[src/rtl/ml_hardbit_serializer.sv]
// ml_hardbit_serializer
//
// Output buffer between the ML demodulator datapath and the chip read port.
// Whole hard-decision words arrive on a one-cycle strobe and are queued in a
// DEPTH-word FIFO. The head word is moved into an active-word register and
// streamed out OUT_WIDTH bits per transfer under a valid/ready handshake.
//
// Parameters
//   DATA_WIDTH : hard-bit word width
//   DEPTH      : FIFO storage words (power of two, >= 2)
//   OUT_WIDTH  : bits per output transfer (must divide DATA_WIDTH)
//   LSB_FIRST  : 1 = slice [OUT_WIDTH-1:0] first, 0 = top slice first
//
// Ports
//   i_clk        : clock, all logic on the rising edge
//   i_reset      : synchronous active-high reset (same effect as i_flush)
//   i_x_valid    : one-cycle strobe, i_x_hard_bit carries a new word
//   i_x_hard_bit : hard-bit word from the demodulator
//   i_rd_rdy     : downstream ready
//   i_flush      : synchronous clear of all buffered data and of o_overflow
//   o_rd_vld     : o_hard_bit holds a valid slice (high exactly in STREAM)
//   o_hard_bit   : current output slice, 0 while o_rd_vld is low
//   o_count      : words held in FIFO storage, active word not included
//   o_full       : o_count == DEPTH
//   o_empty      : FIFO empty and no active word
//   o_overflow   : sticky, a word was dropped since the last reset/flush
//
// Handshake: a slice transfers in every cycle where o_rd_vld && i_rd_rdy.
// While i_rd_rdy is low the slice and its counter hold. o_rd_vld never
// depends combinationally on i_rd_rdy.
//
// The output-stage FSM state is visible on o_rd_vld (IDLE = 0, STREAM = 1).

module ml_hardbit_serializer #(
  parameter int DATA_WIDTH = 8,
  parameter int DEPTH      = 16,
  parameter int OUT_WIDTH  = 1,
  parameter int LSB_FIRST  = 1
) (
  input  logic                     i_clk,
  input  logic                     i_reset,
  input  logic                     i_x_valid,
  input  logic [DATA_WIDTH-1:0]    i_x_hard_bit,
  input  logic                     i_rd_rdy,
  input  logic                     i_flush,
  output logic                     o_rd_vld,
  output logic [OUT_WIDTH-1:0]     o_hard_bit,
  output logic [$clog2(DEPTH):0]   o_count,
  output logic                     o_full,
  output logic                     o_empty,
  output logic                     o_overflow
);

  localparam int NSLICE = DATA_WIDTH / OUT_WIDTH;
  localparam int SW     = (NSLICE > 1) ? $clog2(NSLICE) : 1;
  localparam int PW     = $clog2(DEPTH);
  localparam int CW     = PW + 1;

  localparam logic [SW-1:0] LAST_SLICE = SW'(NSLICE - 1);
  localparam logic [CW-1:0] DEPTH_CNT  = CW'(DEPTH);

  typedef enum logic {
    ST_IDLE   = 1'b0,
    ST_STREAM = 1'b1
  } state_t;

  state_t                state;
  state_t                state_nxt;

  logic [DATA_WIDTH-1:0] mem [DEPTH];
  logic [PW-1:0]         wr_ptr;
  logic [PW-1:0]         rd_ptr;

  // Active word kept as a shift register: the outgoing slice always sits at
  // the bottom (LSB first) or the top (MSB first), so no wide mux is needed.
  logic [DATA_WIDTH-1:0] shreg;
  logic [DATA_WIDTH-1:0] shreg_shifted;
  logic [SW-1:0]         slice_cnt;

  logic                  fifo_empty;
  logic                  fifo_full;
  logic                  xfer;
  logic                  last_xfer;
  logic                  load_slot;
  logic                  pop;
  logic                  push;
  logic                  drop;
  logic [CW-1:0]         count_nxt;
  logic [OUT_WIDTH-1:0]  lsb_slice;
  logic [OUT_WIDTH-1:0]  msb_slice;

  // ---------------------------------------------------------------------
  // Next-state decode
  // ---------------------------------------------------------------------
  always_comb begin
    fifo_empty = (o_count == '0);
    fifo_full  = (o_count == DEPTH_CNT);

    xfer      = (state == ST_STREAM) && i_rd_rdy;
    last_xfer = xfer && (slice_cnt == LAST_SLICE);

    // The active register can take a new word when it is empty or when its
    // last slice leaves this cycle; this is what keeps back-to-back words
    // free of bubbles.
    load_slot = (state == ST_IDLE) || last_xfer;
    pop       = load_slot && !fifo_empty;

    // A pop in the same cycle frees a slot, so a write at full is accepted.
    push = i_x_valid && (!fifo_full || pop);
    drop = i_x_valid && !push;

    count_nxt = o_count + {{(CW-1){1'b0}}, push} - {{(CW-1){1'b0}}, pop};

    state_nxt = state;
    if (pop) begin
      state_nxt = ST_STREAM;
    end else if (load_slot) begin
      state_nxt = ST_IDLE;
    end

    if (LSB_FIRST != 0) begin
      shreg_shifted = shreg >> OUT_WIDTH;
    end else begin
      shreg_shifted = shreg << OUT_WIDTH;
    end
  end

  // ---------------------------------------------------------------------
  // FSM, pointers, counters and status
  // ---------------------------------------------------------------------
  always_ff @(posedge i_clk) begin
    if (i_reset || i_flush) begin
      // Flush outranks any same-cycle write or transfer: the write is
      // discarded without touching o_overflow and the partial word is lost.
      state      <= ST_IDLE;
      wr_ptr     <= '0;
      rd_ptr     <= '0;
      o_count    <= '0;
      o_full     <= 1'b0;
      o_empty    <= 1'b1;
      o_overflow <= 1'b0;
      shreg      <= '0;
      slice_cnt  <= '0;
    end else begin
      state   <= state_nxt;
      o_count <= count_nxt;
      o_full  <= (count_nxt == DEPTH_CNT);
      o_empty <= (count_nxt == '0) && (state_nxt == ST_IDLE);

      if (push) begin
        wr_ptr <= wr_ptr + 1'b1;
      end
      if (pop) begin
        rd_ptr <= rd_ptr + 1'b1;
      end
      if (drop) begin
        o_overflow <= 1'b1;
      end

      if (pop) begin
        shreg     <= mem[rd_ptr];
        slice_cnt <= '0;
      end else if (last_xfer) begin
        // Word finished with nothing queued behind it.
        shreg     <= '0;
        slice_cnt <= '0;
      end else if (xfer) begin
        shreg     <= shreg_shifted;
        slice_cnt <= slice_cnt + 1'b1;
      end
    end
  end

  // Storage array needs no reset; the pointers define what is valid.
  // When full with a simultaneous pop, wr_ptr == rd_ptr: the head is read
  // into shreg on the same edge the new word overwrites it, which is safe.
  always_ff @(posedge i_clk) begin
    if (push && !i_reset && !i_flush) begin
      mem[wr_ptr] <= i_x_hard_bit;
    end
  end

  // ---------------------------------------------------------------------
  // Outputs
  // ---------------------------------------------------------------------
  assign lsb_slice = shreg[OUT_WIDTH-1:0];
  assign msb_slice = shreg[DATA_WIDTH-1 -: OUT_WIDTH];

  assign o_rd_vld   = (state == ST_STREAM);
  assign o_hard_bit = !o_rd_vld      ? '0 :
                      (LSB_FIRST != 0) ? lsb_slice : msb_slice;

endmodule

[config.mk]
export PLATFORM = sky130hd
export DESIGN_NAME = ml_hardbit_serializer
export DESIGN_NICKNAME = d
export VERILOG_FILES = /design/src/rtl/ml_hardbit_serializer.sv
export SDC_FILE = /design/constraint.sdc
export NUM_CORES = 1
export LEC_CHECK = 0
export ABC_AREA = 1
export CAP_MARGIN = 30
export CELL_PAD_IN_SITES_DETAIL_PLACEMENT = 1
export CELL_PAD_IN_SITES_GLOBAL_PLACEMENT = 1
export CORE_MARGIN = 8
export CORE_UTILIZATION = 45
export DETAILED_ROUTE_END_ITERATION = 8
export PLACE_DENSITY = 0.82
export SLEW_MARGIN = 20
export SYNTH_ARGS = -nofsm -noshare
export SYNTH_HDL_FRONTEND = slang
export SYNTH_SLANG_ARGS = --single-unit
[constraint.sdc]
create_clock -name i_clk -period 4.31 [get_ports i_clk]
set_clock_uncertainty 0.15 [all_clocks]
set_input_delay 0.431 -clock i_clk [delete_from_list [all_inputs] [get_ports i_clk]]
set_output_delay 0.431 -clock i_clk [all_outputs]
set_load 0.02 [all_outputs]
==> reports/results.ini, run 1 <==
[run_status]
outcome=finished clean

[critical_path]
end_kind=flop
startpoint_type=primary input
criticalPathCategory=primary input to flop
crit_arrival_ns=3.39
cp_max_fo=21
r2r-start=o_rd_vld
startpoint=i_rd_rdy
worstPathRequired_ns=4.50

[cts]
clockRootBuffer=clkbuf_16
htreeDepth=4
cts_tree=built
clkLatencyLatePin_ns=0.42
path_clk_slew_ns=0.06
clock_path_buffers=2
ctsResizeCount=0
clkSinkCount=160
post_cts.repair.setup_buffers=0
postCtsHoldBufs=0
cts_buffers=17

[floorplan]
io_pins=23
rows=45
die_y_um=141
die_area_um2=19900
dieWidth_um=141
core-area_um2=15300
start_util_pct=46.2

[drt]
vias=5040
drc=0
viasPerCell=5.24
drtIter0Drc=364
drt-pass1-iter-count=5
drt-total-wl_um=18700
wl_per_cell_um=19.4
ant_nets=0

[layout]
design_area_um2=8060
final_nets=764
drive_gt1_share_pct=6.27
antennaDiodeCount=0
synthToLayoutAreaGrowth_pct=14.2
multi_input_area_um2=1970
fillers=1707
layout.area.seq_um2=4490

[worst_hold_path]
hold_path.class=flop to flop
hp-start=slice_cnt[1]

[flow_run]
drv_cap=0

[synth]
syn_area_um2=7060
netlist_top_cells_area=edfxtp_1 (54%), nand2_1 (11%), dfxtp_1 (9.1%)
yosys_warnings=0
synth.most_common_cell=nand2_1
synth_flop_cell=edfxtp_1
synthArstFlopShare_pct=0
syn_inst=722
yosysTopAreaCell=edfxtp_1
synth_seq_cells=160
synth.top_cell.area_share_pct=54.5
syn-num-nets=748
syn_area_per_cell_um2=9.77
synth_edf_count=128
yosys-top-cells-count=nand2_1 (209), edfxtp_1 (128), inv_1 (114), nand3_1 (108), dfxtp_1 (32)
yosysSeqAreaShare_pct=63.5
ys_types=28

[grt]
met2_usage_pct=34.9
met1_usage_pct=21.7
top_usage_layer=met2
gr-total-overflow=0
track_usage_pct=19.6
grt_max_degree=65
first_global_vias=5594
use_met3_pct=4.15
grt_first_pass_wirelength_um=29600
grt_antenna_before_repair=0

[timing]
worstMarginPinSlew_ns=0.831
period_needed_ns=3.20
setup_tns_ns=0
post-route-period-util_pct=74.2
maxSlewViolCount=0
finalHoldViolations=0
max_slew_margin_pct=44.4
finalSetupViolCount=0
timing.hold.ws_ns=0.334
max_freq_mhz=313
rsz0062_at_grt=false

[power]
vdd_drop_max_v=0.000354
leakage_nw=3.31
total_power_mw=4.74
powerDensity_nw_per_um2=589

[placed_design]
dpl.hpwl_um=11700
numPortBuffers=22
dpl-instance-area_um2=7440
routabilityCongestion=0.861

layout make-up:
class | count | share of cell area, %
clock inverter | 14 | 2.36
tap | 211 | 3.28
sequential | 160 | 55.7
timing repair buffer | 27 | 3.45
multi-input combinational | 414 | 24.4
inverter | 118 | 5.53
clock buffer | 17 | 5.28
logic make-up (layout without fill, tap and decap cells):
group	Yosys count	count (layout)	share of synthesized area, %
AO/OA/AOI/OAI	27	27	1.93
XOR/XNOR	6	6	0.745
adder cells (fa/ha/maj)	13	13	2.41
buffers and inverters	148	176	8.55
flip-flops	160	160	63.5
AND/OR/NAND/NOR	368	368	22.8
critical path, stage by stage:
cell	delay, ns
clkdlybuf4s50_1	0.47
nand2_2	0.16
inv_4	0.17
nand2_4	0.07
nand2_2	0.08
nand2_2	0.28
nor2_4	0.21
inv_1	0.08
nand2_1	0.08
ha_1	0.17
inv_1	0.06
fa_1	0.41
o21ai_0	0.24
xor2_1	0.26
nand2_1	0.08
o21ai_0	0.17
path summary, 6_finish.rpt:
kind                       end  slack, ns  cells after the start
setup / recovery       o_empty       1.11                     16
hold / removal    slice_cnt[1]       0.33                      2
setup reg to reg       o_empty       1.13                     15
hold reg to reg   slice_cnt[1]       0.33                      2
where the power goes:
group	leakage (nW)	internal, mW	switching (mW)
Combinational	1.61	0.416	0.957
Sequential	1.41	1.73	0.0543
Clock	0.291	0.966	0.617
routing by layer:
layer / wire length, um / share of wire [%] / vias up
met1: 7420 / 40 / 2491
met2: 9750 / 52 / 136
met3: 798 / 4.3 / 43
met5: 0 / 0 / -
li1: - / - / 2370
met4: 698 / 3.7 / 0
through the flow:
| stage | std cells | util [%] | setup WS [ns] |
|---|---|---|---|
| after detailed placement | 930 | 48.8 | 0.671 |
| after global placement | 928 | 48.5 | 0.872 |
| after global routing | 961 | 52.8 | 0.836 |
| after floorplan | 722 | - | 1.59 |
| after CTS | 961 | 52.8 | 1.08 |
| final | 961 | 52.8 | 1.11 |
cells in the final DEF, fill, tap and decap left out, types with 3 or more instances in the layout:
master	synthesis	layout
a21oi_1	19	19
buf_4	3	3
bufinv_16	0	4
clkbuf_16	0	17
clkdlybuf4s50_1	0	22
clkinv_1	1	3
clkinvlp_4	0	3
dfxtp_1	32	31
edfxtp_1	128	128
ha_1	12	12
inv_1	114	114
nand2_1	209	209
nand2_2	3	3
nand3_1	108	108
nand4_1	11	11
nor2_1	30	30
o21ai_0	7	7
xor2_1	5	5
sequential cells by signal, indices dropped and copies added, names as in the netlist, named ones only:
signal and count:
mem 128, o_count 5, o_empty 1, o_full 1, o_overflow 1, o_rd_vld 1
rd_ptr 4, shreg 8, slice_cnt 3, wr_ptr 4
No activity file was read; power rests on OpenSTA's default activity.
==> run 2, diff against run 1 <==
--- a/config.mk
+++ b/config.mk
@@ -10,7 +10,7 @@
 export CELL_PAD_IN_SITES_DETAIL_PLACEMENT = 1
 export CELL_PAD_IN_SITES_GLOBAL_PLACEMENT = 1
 export CORE_MARGIN = 8
-export CORE_UTILIZATION = 45
+export CORE_UTILIZATION = 43
 export DETAILED_ROUTE_END_ITERATION = 8
 export PLACE_DENSITY = 0.82
 export SLEW_MARGIN = 20
==> constraint.sdc (replaced) <==
create_clock -name i_clk -period 2.6 [get_ports i_clk]
set_clock_uncertainty 0.15 [all_clocks]
set_input_delay 0.26 -clock i_clk [delete_from_list [all_inputs] [get_ports i_clk]]
set_output_delay 0.26 -clock i_clk [all_outputs]
set_load 0.02 [all_outputs]
==> run 2 against run 1 <==
  * Sequential share of layout area is 2.4 points lower
  * Power up 75%
  * Worst hold slack improved by 0.013 ns
  * Largest cell class unchanged
  * Highest routed layer unchanged
==> reports/results.ini, run 2 (synthesis gave the netlist of run 1 again) <==
[placed_design]
numPortBuffers=22  ; unchanged
dpl.hpwl_um=11800  ; +0.55%
routabilityCongestion=0.859  ; -0.29%
dp_cells=965  ; +3.8%

[layout]
mostFrequentLayoutCell=nand2_1
drive_gt1_share_pct=13.8  ; +7.5 points
reg_top3=mem (128), shreg (8), o_count (5)
postLayoutCoreUtil_pct=51.7  ; -1.1 points
instances_no_fill=1009  ; +5.0%
largest_register_ffs=128  ; unchanged
largest_register=mem
final_nets=802  ; +5.0%
antennaDiodeCount=0  ; unchanged
synthToLayoutAreaGrowth_pct=19.5
layout_common_cells=nand2_1 (206), edfxtp_1 (128), inv_1 (110), nand3_1 (108), buf_4 (42)

[critical_path]
startpoint_type=flop
r2r-start=slice_cnt[0]
worstPathRequired_ns=2.75  ; -1.75 ns
r2r_slack_ns=0.04  ; -1.09 ns
end_kind=flop
cp_max_fo=3  ; -86%
ff2ff_path_depth=15  ; unchanged
criticalPathCategory=flop to flop
crit_path_end=o_full
crit_arrival_ns=2.72  ; -0.67 ns
startpoint=slice_cnt[0]
reg2reg_to=o_full

[drt]
drt-total-wl_um=19400  ; +3.7%
wl_per_cell_um=19.2  ; -1.3%
drtIter0Drc=359  ; -1.4%
vias=5145  ; +2.1%
drt-pass1-iter-count=4  ; -1
ant_nets=0  ; unchanged
drc=0  ; unchanged
viasPerCell=5.10  ; -2.8%

[floorplan]
io_pins=23  ; unchanged
die_y_um=144  ; +2.0%
dieWidth_um=144  ; +2.0%
core-area_um2=16300  ; +6.8%
rows=47  ; +4.4%
start_util_pct=43.3  ; -2.9 points
die_area_um2=20800  ; +4.1%

[cts]
path_clk_slew_ns=0.07  ; about the same
clkLatencyLatePin_ns=0.43  ; about the same
clock_path_buffers=2  ; unchanged
cts_tree=built
clkSinkCount=160  ; unchanged
postCtsHoldBufs=0  ; unchanged
htreeDepth=4  ; unchanged
cts_buffers=17  ; unchanged
clockRootBuffer=clkbuf_16

[timing]
rsz0062_at_grt=true
post-route-period-util_pct=98.6
maxSlewViolCount=0  ; unchanged
max_freq_mhz=390
finalSetupViolCount=0  ; unchanged
finalHoldViolations=0  ; unchanged
max_slew_margin_pct=52.2  ; +7.8 points
period_needed_ns=2.56
worstMarginPinSlew_ns=0.714  ; -0.116 ns

[worst_hold_path]
hold_path.class=flop to flop

[grt]
track_usage_pct=19.3  ; -0.36 points
grt_max_degree=65  ; unchanged
grt_first_pass_wirelength_um=29600  ; -0.16%
first_global_vias=5526  ; -1.2%
grt_antenna_before_repair=0  ; unchanged
gr-total-overflow=0  ; unchanged

[power]
total_power_mw=8.29  ; +75%
powerDensity_nw_per_um2=983  ; +67%
vdd_drop_max_v=0.000699  ; +97%
leakage_nw=3.50  ; +5.8%

[run_status]
outcome=finished clean

[flow_run]
drv_cap=0  ; unchanged

[run 2: cell types whose count changed in the layout (fill, tap and decap cells not counted), sizes merged]
cell / before / now
buf: 5 / 43
bufinv: 4 / 2
clkinv: 6 / 5
clkinvlp: 3 / 2
inv: 119 / 124
[run 2: worst min-delay path by stage]
stage,startpoint,end,cells past startpoint
2_1_floorplan,i_x_hard_bit[0],mem[0][0],0
3_5_place_dp,o_overflow,o_overflow,2
5_1_grt,shreg[7],shreg[7],2
3_3_place_gp,slice_cnt[1],slice_cnt[1],2
4_1_cts,shreg[7],shreg[7],2
6_report,shreg[7],shreg[7],2
[run 2: layer usage]
metal / vias up / track usage (%) / share of wire, %
met3: 38 / 4.42 / 4.0
li1: 2445 / - / -
met4: 0 / 8.58 / 3.0
met1: 2552 / 21.1 / 39
met5: - / 0 / 0
met2: 110 / 34.9 / 54
[run 2: power breakdown]
part,internal [mW],switching (mW)
logic,0.959,1.81
registers,2.88,0.0936
clock network,1.45,1.10
[run 2: through the flow]
stage	worst slack (ns)	hold slack, ns	setup TNS (ns)	area [um^2]
after floorplan	0.000254	0.209	0	7060
after global placement	-0.111	0.302	-0.164	7640
after detailed placement	-0.212	0.329	-0.440	7640
after CTS	0.0130	0.353	0	8330
after global routing	-0.0663	0.379	-0.186	8430
final	0.0358	0.347	0	8430
[run 2: cell type report]
class / count / area [um^2]
Clock buffer: 17 / 425
Clock inverter: 15 / 175
Fill cell: 1808 / 7860
Inverter: 118 / 445
Multi-Input combinational cell: 414 / 2060
Sequential cell: 160 / 4490
Tap cell: 220 / 275
Timing Repair Buffer: 65 / 556
[run 2: repair_timing]
item / CTS / global route
buffers inserted: 6 / 6
setup endpoints to repair: 3 / 3
gates resized for setup: 11 / 15
pin swaps: 6 / 11
[run 2: worst max-delay path, cell delays in order (launching register included)]
cell,delay (ns)
dfxtp_2,0.36
ha_4,0.14
ha_4,0.14
nand2_4,0.06
nand2_4,0.08
nand2_4,0.07
nor2_4,0.12
inv_2,0.05
nand2_2,0.08
ha_4,0.14
inv_2,0.04
fa_2,0.37
o21ai_2,0.19
xor2_2,0.24
buf_4,0.15
nor3_1,0.05
==> run 3, diff against run 2 <==
--- a/config.mk
+++ b/config.mk
@@ -12,6 +12,7 @@
 export CORE_MARGIN = 8
 export CORE_UTILIZATION = 43
 export DETAILED_ROUTE_END_ITERATION = 8
+export HOLD_SLACK_MARGIN = 0.03
 export PLACE_DENSITY = 0.82
 export SLEW_MARGIN = 20
 export SYNTH_ARGS = -nofsm -noshare
==> results of run 3 <==
The final DEF is identical to that of run 2; final timing and power are the same.
